## src/rtl/mmu_pkg.sv

```systemverilog
// Shared types for the activation-SRAM DMA stages: SRAM geometry, tile command, walker states.
package mmu_pkg;
  localparam int SRAM_ADDR_W = 15;
  localparam int SRAM_DATA_W = 16;
  localparam int TILE_DIM_W  = 8;

  typedef struct packed {
    logic [SRAM_ADDR_W-1:0] base_addr;
    logic [TILE_DIM_W-1:0]  rows;
    logic [TILE_DIM_W-1:0]  cols;
    logic [SRAM_ADDR_W-1:0] row_stride;
  } tile_cmd_t;

  typedef enum logic [1:0] {
    ST_IDLE  = 2'd0,
    ST_ISSUE = 2'd1,
    ST_DRAIN = 2'd2
  } tile_state_t;
endpackage

```

## src/rtl/sync_fifo.sv

```systemverilog
// Generic single-clock FIFO, zero-latency read of the head entry; pushing into a full FIFO without a pop is illegal.
module sync_fifo #(
  parameter int WIDTH = 17,
  parameter int DEPTH = 4
) (
  input  logic                   clk,
  input  logic                   rst_n,
  input  logic                   push,
  input  logic [WIDTH-1:0]       push_data,
  input  logic                   pop,
  output logic [WIDTH-1:0]       pop_data,
  output logic                   empty,
  output logic [$clog2(DEPTH):0] count
);
  localparam int PTR_W = $clog2(DEPTH);
  localparam int CNT_W = PTR_W + 1;

  logic [WIDTH-1:0] mem [DEPTH];
  logic [PTR_W-1:0] wr_ptr, rd_ptr;
  logic             full, do_push, do_pop;

  assign full     = (count == CNT_W'(DEPTH));
  assign empty    = (count == '0);
  assign do_push  = push && (!full || pop);
  assign do_pop   = pop && !empty;
  assign pop_data = mem[rd_ptr];

  always_ff @(posedge clk or negedge rst_n) begin
    if (!rst_n) begin
      wr_ptr <= '0;
      rd_ptr <= '0;
      count  <= '0;
    end else begin
      if (do_push) wr_ptr <= wr_ptr + PTR_W'(1);
      if (do_pop)  rd_ptr <= rd_ptr + PTR_W'(1);
      if (do_push && !do_pop)      count <= count + CNT_W'(1);
      else if (do_pop && !do_push) count <= count - CNT_W'(1);
    end
  end

  always_ff @(posedge clk) begin
    if (do_push) mem[wr_ptr] <= push_data;
  end

  always_ff @(posedge clk) begin
    if (rst_n) assert (!(push && full && !pop));
  end
endmodule

```

## src/rtl/sram_tile_reader.sv

```systemverilog
// Walks a rows x cols tile of the activation SRAM via port B and streams it out valid/ready.
// First word 3 cycles after start; reads are throttled so the FIFO can absorb every in-flight word.
module sram_tile_reader
  import mmu_pkg::*;
#(
  parameter int ADDR_W     = SRAM_ADDR_W,
  parameter int DATA_W     = SRAM_DATA_W,
  parameter int DIM_W      = TILE_DIM_W,
  parameter int FIFO_DEPTH = 4
) (
  input  logic              clk,
  input  logic              rst_n,
  input  logic              start,
  input  logic [ADDR_W-1:0] base_addr,
  input  logic [DIM_W-1:0]  rows,
  input  logic [DIM_W-1:0]  cols,
  input  logic [ADDR_W-1:0] row_stride,
  output logic              busy,
  output logic              done,
  output logic [ADDR_W-1:0] sram_b_addr,
  input  logic [DATA_W-1:0] sram_b_rdata,
  output logic              out_valid,
  input  logic              out_ready,
  output logic [DATA_W-1:0] out_data,
  output logic              out_last
);
  localparam int CNT_W = $clog2(FIFO_DEPTH) + 1;

  tile_state_t       state;
  tile_cmd_t         cmd;
  logic [DIM_W-1:0]  row, col;
  logic [ADDR_W-1:0] row_off;
  logic              addr_vld, addr_last, inflight, inflight_last;
  logic [CNT_W-1:0]  fifo_count, pending;
  logic              fifo_empty, pop, issue, word_last;
  logic [DATA_W:0]   fifo_head;

  // addr_vld: address on the bus this cycle; inflight: its read data is on sram_b_rdata now.
  assign pending   = fifo_count + CNT_W'(addr_vld) + CNT_W'(inflight);
  assign issue     = (state == ST_ISSUE) && (pending < CNT_W'(FIFO_DEPTH));
  assign word_last = (row == cmd.rows - DIM_W'(1)) && (col == cmd.cols - DIM_W'(1));

  assign out_valid = !fifo_empty;
  assign pop       = out_valid && out_ready;
  assign out_data  = out_valid ? fifo_head[DATA_W-1:0] : '0;
  assign out_last  = out_valid && fifo_head[DATA_W];

  sync_fifo #(.WIDTH(DATA_W + 1), .DEPTH(FIFO_DEPTH)) u_fifo (
    .clk       (clk),
    .rst_n     (rst_n),
    .push      (inflight),
    .push_data ({inflight_last, sram_b_rdata}),
    .pop       (pop),
    .pop_data  (fifo_head),
    .empty     (fifo_empty),
    .count     (fifo_count)
  );

  always_ff @(posedge clk or negedge rst_n) begin
    if (!rst_n) begin
      state         <= ST_IDLE;
      cmd           <= '0;
      row           <= '0;
      col           <= '0;
      row_off       <= '0;
      addr_vld      <= 1'b0;
      addr_last     <= 1'b0;
      inflight      <= 1'b0;
      inflight_last <= 1'b0;
      sram_b_addr   <= '0;
      busy          <= 1'b0;
      done          <= 1'b0;
    end else begin
      done          <= 1'b0;
      addr_vld      <= issue;
      addr_last     <= issue && word_last;
      inflight      <= addr_vld;
      inflight_last <= addr_last;
      if (issue) sram_b_addr <= cmd.base_addr + row_off + ADDR_W'(col);

      case (state)
        ST_IDLE: begin
          if (busy) begin
            // Empty tile accepted last cycle: report completion without touching the SRAM.
            busy <= 1'b0;
            done <= 1'b1;
          end else if (start) begin
            cmd     <= '{base_addr: base_addr, rows: rows, cols: cols, row_stride: row_stride};
            busy    <= 1'b1;
            row     <= '0;
            col     <= '0;
            row_off <= '0;
            if (rows != '0 && cols != '0) state <= ST_ISSUE;
          end
        end
        ST_ISSUE: begin
          if (issue) begin
            if (word_last) begin
              state <= ST_DRAIN;
            end else if (col == cmd.cols - DIM_W'(1)) begin
              col     <= '0;
              row     <= row + DIM_W'(1);
              row_off <= row_off + cmd.row_stride;
            end else begin
              col <= col + DIM_W'(1);
            end
          end
        end
        ST_DRAIN: begin
          if (pop && out_last) begin
            state <= ST_IDLE;
            busy  <= 1'b0;
            done  <= 1'b1;
          end
        end
        default: state <= ST_IDLE;
      endcase
    end
  end
endmodule

```

## config.mk

```make
export PLATFORM = sky130hd
export DESIGN_NAME = sram_tile_reader
export DESIGN_NICKNAME = d
export VERILOG_FILES = /design/src/rtl/mmu_pkg.sv /design/src/rtl/sync_fifo.sv /design/src/rtl/sram_tile_reader.sv
export SDC_FILE = /design/constraint.sdc
export NUM_CORES = 1
export LEC_CHECK = 0
export ABC_AREA = 1
export CORE_ASPECT_RATIO = 1.4
export CORE_MARGIN = 1.5
export CORE_UTILIZATION = 52
export CTS_CLUSTER_DIAMETER = 30
export CTS_CLUSTER_SIZE = 20
export DETAILED_ROUTE_END_ITERATION = 10
export PLACE_DENSITY = 0.77
export SYNTH_ARGS = -nofsm -noshare
export SYNTH_HDL_FRONTEND = slang
export SYNTH_SLANG_ARGS = --single-unit
```

## constraint.sdc

```tcl
create_clock -name clk -period 2.6 [get_ports clk]
set_input_delay 0.39 -clock clk [delete_from_list [all_inputs] [get_ports clk]]
set_output_delay 0.39 -clock clk [all_outputs]
set_load 0.005 [all_outputs]
```

# Word level (Yosys, flattened, before mapping)
# Memory sizes are Yosys's and may differ from the RTL's.
# Cells that the tools add are included.
# totals
memories	1
elab_cells	110
rom_bits	0
in_bits	66
latchBits	0
regBits	107
ram_bits	68
output_inout_bits	35
# op_classes
addsub	13
mul	0
muxes	35
reduce_logical	28
shifts	0
n_div	0
n_eq_ne	13
n_lt_le_gt_ge	1
bitwise	1
# memory_table
name	depth	word_bits	rd	rd_clocked_by_memory_dff	write_ports	line	source
u_fifo.mem	4	17	1	0	1	sync_fifo.sv:18	logic [WIDTH-1:0] mem [DEPTH];
# op_table
op	count
two-way mux 15 bit	5
two-way mux 8 bit	8
one-hot mux 8 bit (2 select lines)	2
adder 15 bit	2
one-hot mux 15 bit (2 select lines)	1
adder 8 x 1 -> 8 bit, second input constant	2
== test 8 bit	2
two-way mux 16 bit	1
nonzero test 8 bit	2
subtractor 8 x 1 -> 8 bit, second input constant	2
adder 15 x 8 -> 15 bit	1
!= test 2 bit, second input constant	7
two-way mux 2 bit	6
AND reduction 6 bit	2
logical AND 1 bit	11
two-way mux 1 bit	7
adder 3 x 1 -> 3 bit	2
two-way mux 3 bit	2
one-hot mux 2 bit (3 select lines)	1
nonzero test 2 bit	3
AND reduction 5 bit	1
adder 2 x 1 -> 2 bit, second input constant	2
logical NOT 1 bit	4
one-hot mux 1 bit (2 select lines)	2
other kinds (13)	13

# Longest topological paths before layout
# Gate-level depths: netlist of run 1.
# depth
ltp_word	9
mapped_depth	16
ltp_nobuf	16

# Modules after synthesis
# A second synthesis of run 1 with hierarchy kept.
# unflattened
cells_unflattened	1117
area_unflattened_um2	9835.7
# modules_own_cells
module	instances	area_each_um2	cells_per_inst	seq_area_each_um2
sram_tile_reader	1	6665.1	858	2502.4
sync_fifo	1	3170.5	259	2217.1

# Least setup slack after synthesis of run 1
# No wires, ideal clock.
# synth_timing
path_type	register to register
start	register col[1]
end	register sram_b_addr[11]
arrival_ns	2.292
n_path_buf	0
slack_ns	0.189
required_time_ns	2.482
path_stages_with_launch	12
period_less_slack_ns	2.411
path_cell_list	dfrtp_1 fa_1 ha_1 fa_1 nand3_1 nand2_1 a21oi_1 o21ai_0 nand3_1 nand3_1 nand3_1 nand2_1
# synth_between
elab_chain_cells	1
# synth_rtl
item	line	source
from (decl)	sram_tile_reader.sv:31	logic [DIM_W-1:0] row, col;
from (signal assigned)	sram_tile_reader.sv:105	col <= col + DIM_W'(1);
adder 15 x 8 -> 15 bit	sram_tile_reader.sv:79	if (issue) sram_b_addr <= cmd.base_addr + row_off + ADDR_W'(col);
to (signal assigned)	sram_tile_reader.sv:79	
to (decl)	sram_tile_reader.sv:20	output logic [ADDR_W-1:0] sram_b_addr,
# Every way passes these cells.
# A chain may end at the register's enable or synchronous reset.

# Worst setup path after layout of run 1
# layout_timing
start	register col[3]
end	register sram_b_addr[8]
# Same word-level chain as after synthesis.

==> out/metrics.cfg, run 1 <==
[pwr]
power_density_nw_per_um2=1180
p_switching_mw=5.34
clkPwrFrac_pct=20.0
p_seq_share_pct=32.4
power.leakage_nw=5.38
internal_power_mw=8.30
combPwrFrac_pct=47.6
switching_share_pct=39.1
vdd_drop_max_mv=0.597

[synthesis]
seq_area_frac_synth_pct=49.8
syn-num-nets=1166
synth_area_um2=9490
syn_inst=1046
yosysWarnings=0
postSynthAreaPerCell_um2=9.07
ys_ff_latch=175
synth_cell_type_count=40

[sta]
slew_viol_final=0
finClkSkew_ns=0.0151
setup_tns_ns=0
fmax_mhz=404
relSlewSlack_pct=63.0
tightestPinTransition_ns=0.552
hold_viol=0
period_share_pct=95.3
hold_ws_ns=0.349
finalSetupViolations=0
setup_ws_ns=0.122
fin_crit_ns=2.48
rsz0062_at_grt=no

[placed_design]
dpl.hpwl_mm=15.2
pre_cts_slack_ns=0.0682
io_buffers=100
place.gp.congestion=0.894

[routing]
via_per_inst=5.31
vias=7526
drc=0
dr.pass1.iters=5
ant_nets=0
wirelength_mm=20.6
wl_per_cell_um=14.6
drtIter0Drc=443

[global_routing]
grt_pass1_wl_mm=34.0
grtUsageTotal_pct=22.9
antenna_found_initial=0
grt_overflow=0
first_global_vias=7343
grt_max_degree=62

[worst_hold_path]
hold_path.class=reg -> reg
whs_path_depth=0

[cells_and_area]
area_delta_synth_final_pct=22.2
final_nets=1285
antenna_cells=0
layout-drive-gt1-share_pct=9.76
ff_latch_area_um2=4720
multi_input_area_um2=4320
num-fill-cells=1454

[floorplan]
fp.dieW_um=117
die-area_um2=19100
rows=58
core_region_area_um2=17900
ios=101
start_util_pct=52.9
die_h_um=163

[clocking]
clk_latency_ns=0.44
cts_sinks=175
clk_path_buf_depth=2
path_clk_slew_ns=0.07
cts_buffers=17
cts_tree=yes
ctsHtreeMaxLevel=4
clockRootBuffer=clkbuf_16

[flow_run]
drv_cap=0

[outcome]
status=complete, no violations

[worst_setup_path]
path_class=reg -> reg
crit_path_end_kind=flop
reg2reg_depth=9
cp_max_fo=5
critPathArrivalTime_ns=2.80
cp-start-kind=flop
cp.required_ns=2.92

[cell type report]
class,instances,share of cell area [%]
multi-input cells,758,37.2
clock inverters,15,1.78
inverters,83,2.71
flip-flops and latches,175,40.7
repair buffers,130,11.3
clock buffers,17,3.67
well taps,240,2.59
[cells by family after synthesis]
logic type               after synthesis  share of synthesized area (%)
buffers and inverters                113                           4.88
flip-flops                           175                           49.8
AO/OA/AOI/OAI                        141                           8.13
multiplexers                          33                           3.92
adder cells (fa/ha/maj)               54                           7.99
AND/OR/NAND/NOR                      489                           21.5
XOR/XNOR                              41                           3.79
[critical path, stage by stage, from the launching register on]
cell,delay [ns]
dfrtp_1,0.46
fa_1,0.49
ha_1,0.38
a21oi_2,0.17
o21ai_0,0.12
a21oi_1,0.21
o21ai_0,0.13
or2_2,0.28
nand3_1,0.07
nand2_1,0.05
[metrics by stage]
stage               utilization, %  instance area [um2]  power (mW)  instances
global route                  64.7                11600        14.9       1418
finish                        64.7                11600        13.6       1418
global placement              60.8                10900        10.6       1384
floorplan                        -                 9490        8.58       1046
detailed placement            60.8                10900        10.8       1384
CTS                           64.4                11500        13.6       1417
[flip-flops by register name, summed over array words and instances (netlist names)]
signal	flops
state	2
u_fifo.mem	68
row_off	15
row	8
done	1
sram_b_addr	15
inflight	1
u_fifo.wr_ptr	2
addr_vld	1
u_fifo.rd_ptr	2
inflight_last	1
col	8
u_fifo.count	3
busy	1
addr_last	1
cmd	46
[synthesized netlist by cell type (all sizes together)]
cell type	count	area, um2
clkbuf	22	83.8
a21oi	52	260
mux2	33	372
nor2	144	558
nor4	3	18.8
o21a	1	7.51
nand3b	3	22.5
a21boi	2	26.3
clkinv	3	11.3
o31ai	1	7.51
inv	80	300
edfxtp	68	2040
a211oi	1	7.51
nor3	10	50.1
fa	11	220
xor2	20	175
ha	43	538
or2	2	12.5
o22ai	1	6.26
a21o	8	60.1
o21bai	2	15.0
o21ai	65	325
nand3	82	415
nand4	11	75.1
buf	8	67.6
a31oi	4	25.0
xnor2	21	184
dfrtp	107	2680
and2	1	6.26
nand2	233	885
o211ai	4	30.0
[worst paths after layout]
path	slack, ns	endpoint	from
min	0.35	inflight_last$_DFF_PN0_	addr_last$_DFF_PN0_
min in group asynchronous	0.45	cmd[12]$_DFFE_PN0P_	rst_n
max reg2reg	0.12	sram_b_addr[8]$_DFFE_PN0P_	col[3]$_DFFE_PN0P_
min reg2reg	0.35	inflight_last$_DFF_PN0_	addr_last$_DFF_PN0_
max in group asynchronous	1.43	sram_b_addr[1]$_DFFE_PN0P_	rst_n
max	0.12	sram_b_addr[8]$_DFFE_PN0P_	col[3]$_DFFE_PN0P_
[per-layer routing]
| layer | vias to the layer above | GRT usage [%] | routed length, um |
|---|---|---|---|
| met3 | 39 | 4.17 | 893 |
| met2 | 182 | 42.0 | 11200 |
| met4 | 0 | 8.38 | 429 |
| li1 | 3737 | - | - |
| met1 | 3568 | 26.0 | 8090 |
| met5 | - | 0 | 0 |
[repair_timing]
action | in CTS | in global routing
pin swaps | 0 | 1
hold endpoints to repair | 34 | 0
setup endpoints to repair | 8 | 19
cloned | 0 | 1
resized for setup | 1 | 11
buffers inserted | 0 | 0
hold buffers | 1 | 0
[cells in the final DEF, fill, tap and decap left out, drive strengths merged, types with 6 or more instances in the layout]
cell,n
a21o,8
clkdlybuf4s50,98
edfxtp,68
ha,43
nor3,10
clkbuf,18
buf,29
inv,87
nand3,82
dfrtp,107
o21ai,65
a21oi,52
xor2,20
clkinv,6
nor2,144
mux2,33
xnor2,21
fa,11
nand2,233
nand4,11
[power by group through the flow]
stage | Combinational [mW] | Sequential (mW) | Clock [mW]
6_report | 6.48 | 4.42 | 2.73
5_1_grt | 7.42 | 4.53 | 2.90
4_1_cts | 6.43 | 4.41 | 2.78
3_5_place_dp | 6.36 | 4.47 | 0
3_3_place_gp | 6.20 | 4.42 | 0
2_1_floorplan | 4.28 | 4.30 | 0
Power figures use the tool's default switching activity.
==> run 2: changes to the inputs <==
- CORE_UTILIZATION: 52 -> 34
- PLACE_DENSITY: 0.77 -> unset
==> run 2 against run 1 <==
First-iteration DRC count fell by 43%; sequential share of layout area down 0.40 points; sequential power barely moved; cell count increased by 9.7%; core utilization is 22 points lower; count of clock-buffer cells in the layout unchanged; clock power shrank 9.9%; fmax is 1.1% lower; worst setup slack worse by 0.026 ns; global-route usage is 7.0 points lower; critical endpoint is now out_last; largest cell class unchanged; largest power group unchanged.
==> out/metrics.cfg, run 2 (synthesis results as in run 1) <==
[cells_and_area]
layout_common_cells=nand2_1, nor2_1, dfrtp_1, clkdlybuf4s50_1, nand3_1
area_delta_synth_final_pct=23.4
largest_register_ffs=68
utilization_pct=42.5
largest_register=u_fifo.mem
layout_commonest_cell=nand2_1
layout-drive-gt1-share_pct=10.2
final_nets=1292
ff_latch_area_um2=4720
num-fill-cells=2760
antenna_cells=0
multi_input_area_um2=4320
reg.largest.list=u_fifo.mem x68, cmd x46

[worst_setup_path]
reg2reg_depth=9
max_stage_delay_ns=0.52
timing.reg2reg.setup_slack_ns=0.14
cp_max_fo=23
rr_startpoint=col[3]$_DFFE_PN0P_
cp_slowest_cell=clkdlybuf4s50_1
path_class=reg -> out
crit_chain=inv_2 > buf_12 > nor2_1 > o22ai_2 > inv_1 > nor2_1 > clkdlybuf4s50_1
critPathArrivalTime_ns=2.11
startpoint=u_fifo.rd_ptr[0]$_DFFE_PN0P_
crit_path_end_kind=output pin
path_depth=7
reg2reg_to=sram_b_addr[8]$_DFFE_PN0P_
cp-start-kind=flop
critPathTopFamily=buffers and inverters
worst-path-buf-inv=4
cp_common_cell=nor2_1
cp.required_ns=2.21

[sta]
rsz0062_at_grt=yes
hold_viol=0
finClkSkew_ns=0.0134
relSlewSlack_pct=51.9
finalSetupViolations=0
slew_viol_final=0
setup_ws_ns=0.0954
fin_crit_ns=2.50
period_share_pct=96.3
fmax_mhz=399
hold_ws_ns=0.357
tightestPinTransition_ns=0.721

[clocking]
clk_latency_ns=0.44
path_clk_slew_ns=0.07
clk_path_buf_depth=2
ctsHtreeMaxLevel=4
cts_buffers=17
cts_tree=yes
clockRootBuffer=clkbuf_16
cts_sinks=175

[routing]
drtIter0Drc=254
drc=0
ant_nets=0
wl_per_cell_um=14.2
vias=7405
via_per_inst=4.76
wirelength_mm=22.1
dr.pass1.iters=4

[worst_hold_path]
hold_path.class=reg -> reg
worstHoldStart=addr_last$_DFF_PN0_
holdPathEnd=inflight_last$_DFF_PN0_
whs_path_depth=0

[pwr]
combPwrFrac_pct=49.2
power.leakage_nw=5.36
p_total_mw=13.5
switching_share_pct=40.7
vdd_drop_max_mv=0.712
clkPwrFrac_pct=18.2
power_density_nw_per_um2=1150
internal_power_mw=8.02
p_seq_share_pct=32.5
p_switching_mw=5.49

[floorplan]
ios=101
rows=72
die-area_um2=28900
die_h_um=201
core_region_area_um2=27600
start_util_pct=34.4
fp.dieW_um=144

[global_routing]
grtUsageTotal_pct=15.9
first_global_vias=7280
grt_max_degree=62
grt_overflow=0
grt_pass1_wl_mm=35.9
antenna_found_initial=0

[outcome]
status=complete, no violations

[placed_design]
pre_cts_slack_ns=0.116
place.gp.congestion=0.892
dpl.hpwl_mm=16.7
io_buffers=100

[flow_run]
drv_cap=0

[run 2: per-stage QoR]
step           setup TNS, ns  instance area, um2  std cells
6_report                   0               11700       1555
5_1_grt              -0.0200               11700       1555
4_1_cts                    0               11700       1553
3_5_place_dp               0               11100       1519
3_3_place_gp               0               11100       1519
2_1_floorplan              0                9490       1046
[run 2: area by class of cell]
class	count	area share (%)
Sequential cell	175	40.3
Clock buffer	17	3.63
Clock inverter	15	1.26
Tap cell	370	3.95
Timing Repair Buffer	137	11.3
Inverter	83	2.66
Multi-Input combinational cell	758	36.9
[run 2: per-layer routing]
metal	vias up	global-route usage, %	wire length [um]
met4	0	6.13	567
met2	130	29.1	11700
met3	28	2.96	769
met5	-	0	0
li1	3751	-	-
met1	3496	17.9	9040
[run 2: worst max-delay path by stage]
stage	endpoint	slack, ns
after CTS	out_last	0.04
after global placement	sram_b_addr[11]$_DFFE_PN0P_	0.11
after detailed placement	sram_b_addr[11]$_DFFE_PN0P_	0.12
final	out_last	0.1
after floorplan	sram_b_addr[11]$_DFFE_PN0P_	0.19
after global routing	sram_b_addr[11]$_DFFE_PN0P_	-0.02
[run 2: power by group through the flow]
| stage | sequential, mW | combinational, mW | clock [mW] |
|---|---|---|---|
| 6_report | 4.40 | 6.65 | 2.46 |
| 5_1_grt | 4.51 | 7.53 | 2.66 |
| 4_1_cts | 4.41 | 6.67 | 2.54 |
| 3_5_place_dp | 4.47 | 6.56 | 0 |
| 3_3_place_gp | 4.43 | 6.49 | 0 |
| 2_1_floorplan | 4.30 | 4.28 | 0 |
[run 2: worst register-to-register path, cell delays in order, from the launching register on]
cell and delay [ns]:
dfrtp_1 0.45, fa_1 0.48, ha_1 0.37, a21oi_1 0.21, o21ai_0 0.14, a21oi_1 0.19
o21ai_0 0.12, or2_2 0.28, nand3_1 0.06, nand2_1 0.05
[run 2: timing repair]
item	in CTS	in global routing
setup endpoints to repair	2	5
gates resized for setup	5	6
pin swaps	0	1
endpoints found under the hold margin	12	0
hold buffers	1	0
setup buffers	1	2
==> run 3: changes to the inputs <==
==> constraint.sdc (replaced) <==
create_clock -name clk -period 2.4 [get_ports clk]
set_input_delay 0.6 -clock clk [delete_from_list [all_inputs] [get_ports clk]]
set_output_delay 0.6 -clock clk [all_outputs]
set_load 0.005 [all_outputs]
==> run 3 against run 2 <==
The flow now finishes with violations (negative setup slack); final area increased by 3.3%; global-route usage is essentially flat; sequential power rose by 8.0%; critical path depth rose by 2; via count increased by 1.6%; clock skew decreased by 0.0026 ns; die area is the same; critical endpoint is now out_data[4]; largest power group unchanged.
==> out/metrics.cfg, run 3 (synthesis results as in run 1) <==
[routing]
via_per_inst=4.74
ant_nets=0
dr.pass1.iters=4
drc=0
wirelength_mm=22.5
wl_per_cell_um=14.1
drtIter0Drc=257
vias=7527

[floorplan]
start_util_pct=34.4
die_h_um=201
ios=101
core_region_area_um2=27600
fp.dieW_um=144
die-area_um2=28900
rows=72

[flow_run]
drv_cap=0

[worst_setup_path]
cp.required_ns=1.80
path_class=reg -> out
path_depth=9
reg2reg_depth=11
crit_chain=buf_6 > buf_12 > buf_12 > buf_4 > nor2_1 > nor2_1 > o21ai_0 > a21oi_1 > dlymetal6s2s_1
cp-start-kind=flop
rr_startpoint=cmd[38]$_DFFE_PN0P_
cp_slowest_cell=dfrtp_2
crit_path_end_kind=output pin
reg2reg_to=sram_b_addr[14]$_DFFE_PN0P_
worst-path-buf-inv=5
cp_max_fo=12
critPathTopFamily=buffers and inverters
critPathArrivalTime_ns=1.91
timing.reg2reg.setup_slack_ns=0.12
max_stage_delay_ns=0.47

[sta]
fmax_mhz=398
relSlewSlack_pct=68.6
rsz0062_at_grt=yes
setup_tns_ns=-0.277
tightestPinTransition_ns=0.471
finalSetupViolations=3
finClkSkew_ns=0.0108
setup_ws_ns=-0.114
fin_crit_ns=2.51
period_share_pct=105
slew_viol_final=0
hold_viol=0

[pwr]
power.leakage_nw=5.59
power_density_nw_per_um2=1260
vdd_drop_max_mv=0.732
p_total_mw=15.3

[clocking]
cts_buffers=17
ctsHoldBuffers=0
cts_tree=yes
clockRootBuffer=clkbuf_16
ctsHtreeMaxLevel=4
cts_sinks=175
clk_latency_ns=0.45
clk_path_buf_depth=2
path_clk_slew_ns=0.08

[cells_and_area]
utilization_pct=43.9
antenna_cells=0
reg.largest.list=u_fifo.mem x68, cmd x46
layout-drive-gt1-share_pct=15.2
area_delta_synth_final_pct=27.5
final_nets=1324
layout_commonest_cell=nand2_1
largest_register=u_fifo.mem
num-fill-cells=2738
largest_register_ffs=68
layout_common_cells=nand2_1, nor2_1, dfrtp_1, clkdlybuf4s50_1, nand3_1

[global_routing]
antenna_found_initial=0
grt_max_degree=37
grt_overflow=0
first_global_vias=7422
grt_pass1_wl_mm=35.9
grtUsageTotal_pct=15.9

[worst_hold_path]
hold_path.class=in -> async

[placed_design]
dpl.hpwl_mm=16.5
pre_cts_slack_ns=-0.0638
io_buffers=100
place.gp.congestion=0.871

[outcome]
status=finished, violations left
violations=negative setup slack

## run 3: power by group
group	leakage [nW]	total [mW]	switching (mW)	internal, mW
clock network	0.279	2.68	1.31	1.38
registers	1.97	4.75	0.633	4.12
logic	3.34	7.84	4.23	3.61
## run 3: through the flow
stage	area [um2]	hold WS (ns)	std cells
2_1_floorplan	9490	0.304	1046
3_5_place_dp	11300	0.339	1533
4_1_cts	12000	0.0759	1576
6_report	12100	0.0777	1587
5_1_grt	12100	0.0854	1587
3_3_place_gp	11300	0.335	1533
## run 3: how the worst max path moves through the flow
stage	end	slack, ns	startpoint
floorplan	sram_b_addr[11]$_DFFE_PN0P_	0.02	col[1]$_DFFE_PN0P_
global placement	u_fifo.count[2]$_DFFE_PN0P_	-0.09	out_ready
detailed placement	u_fifo.count[2]$_DFFE_PN0P_	-0.06	out_ready
CTS	out_data[7]	-0.25	u_fifo.rd_ptr[0]$_DFFE_PN0P_
global route	out_data[4]	-0.21	u_fifo.rd_ptr[0]$_DFFE_PN0P_
finish	out_data[4]	-0.11	u_fifo.rd_ptr[0]$_DFFE_PN0P_
## run 3: layer usage
layer	routed length, um	share of wire, %	vias up	GRT usage (%)
li1	-	-	3803	-
met1	9350	42	3571	18.1
met2	12000	53	130	29.5
met3	726	3.2	23	2.79
met4	398	1.8	0	5.41
met5	0	0	-	0
## run 3: cell type report
type / count / area, um2 / area share (%)
Clock buffer: 17 / 425 / 3.52
Clock inverter: 15 / 150 / 1.24
Inverter: 83 / 315 / 2.61
Multi-Input combinational cell: 758 / 4390 / 36.3
Sequential cell: 175 / 4720 / 39.0
Tap cell: 370 / 463 / 3.83
Timing Repair Buffer: 169 / 1630 / 13.5
## run 3: what timing repair did
item	4_1_cts	5_1_grt
setup buffers	10	12
endpoints found under the setup margin	18	26
pin swaps	3	14
cloned	1	0
gates resized for setup	27	69
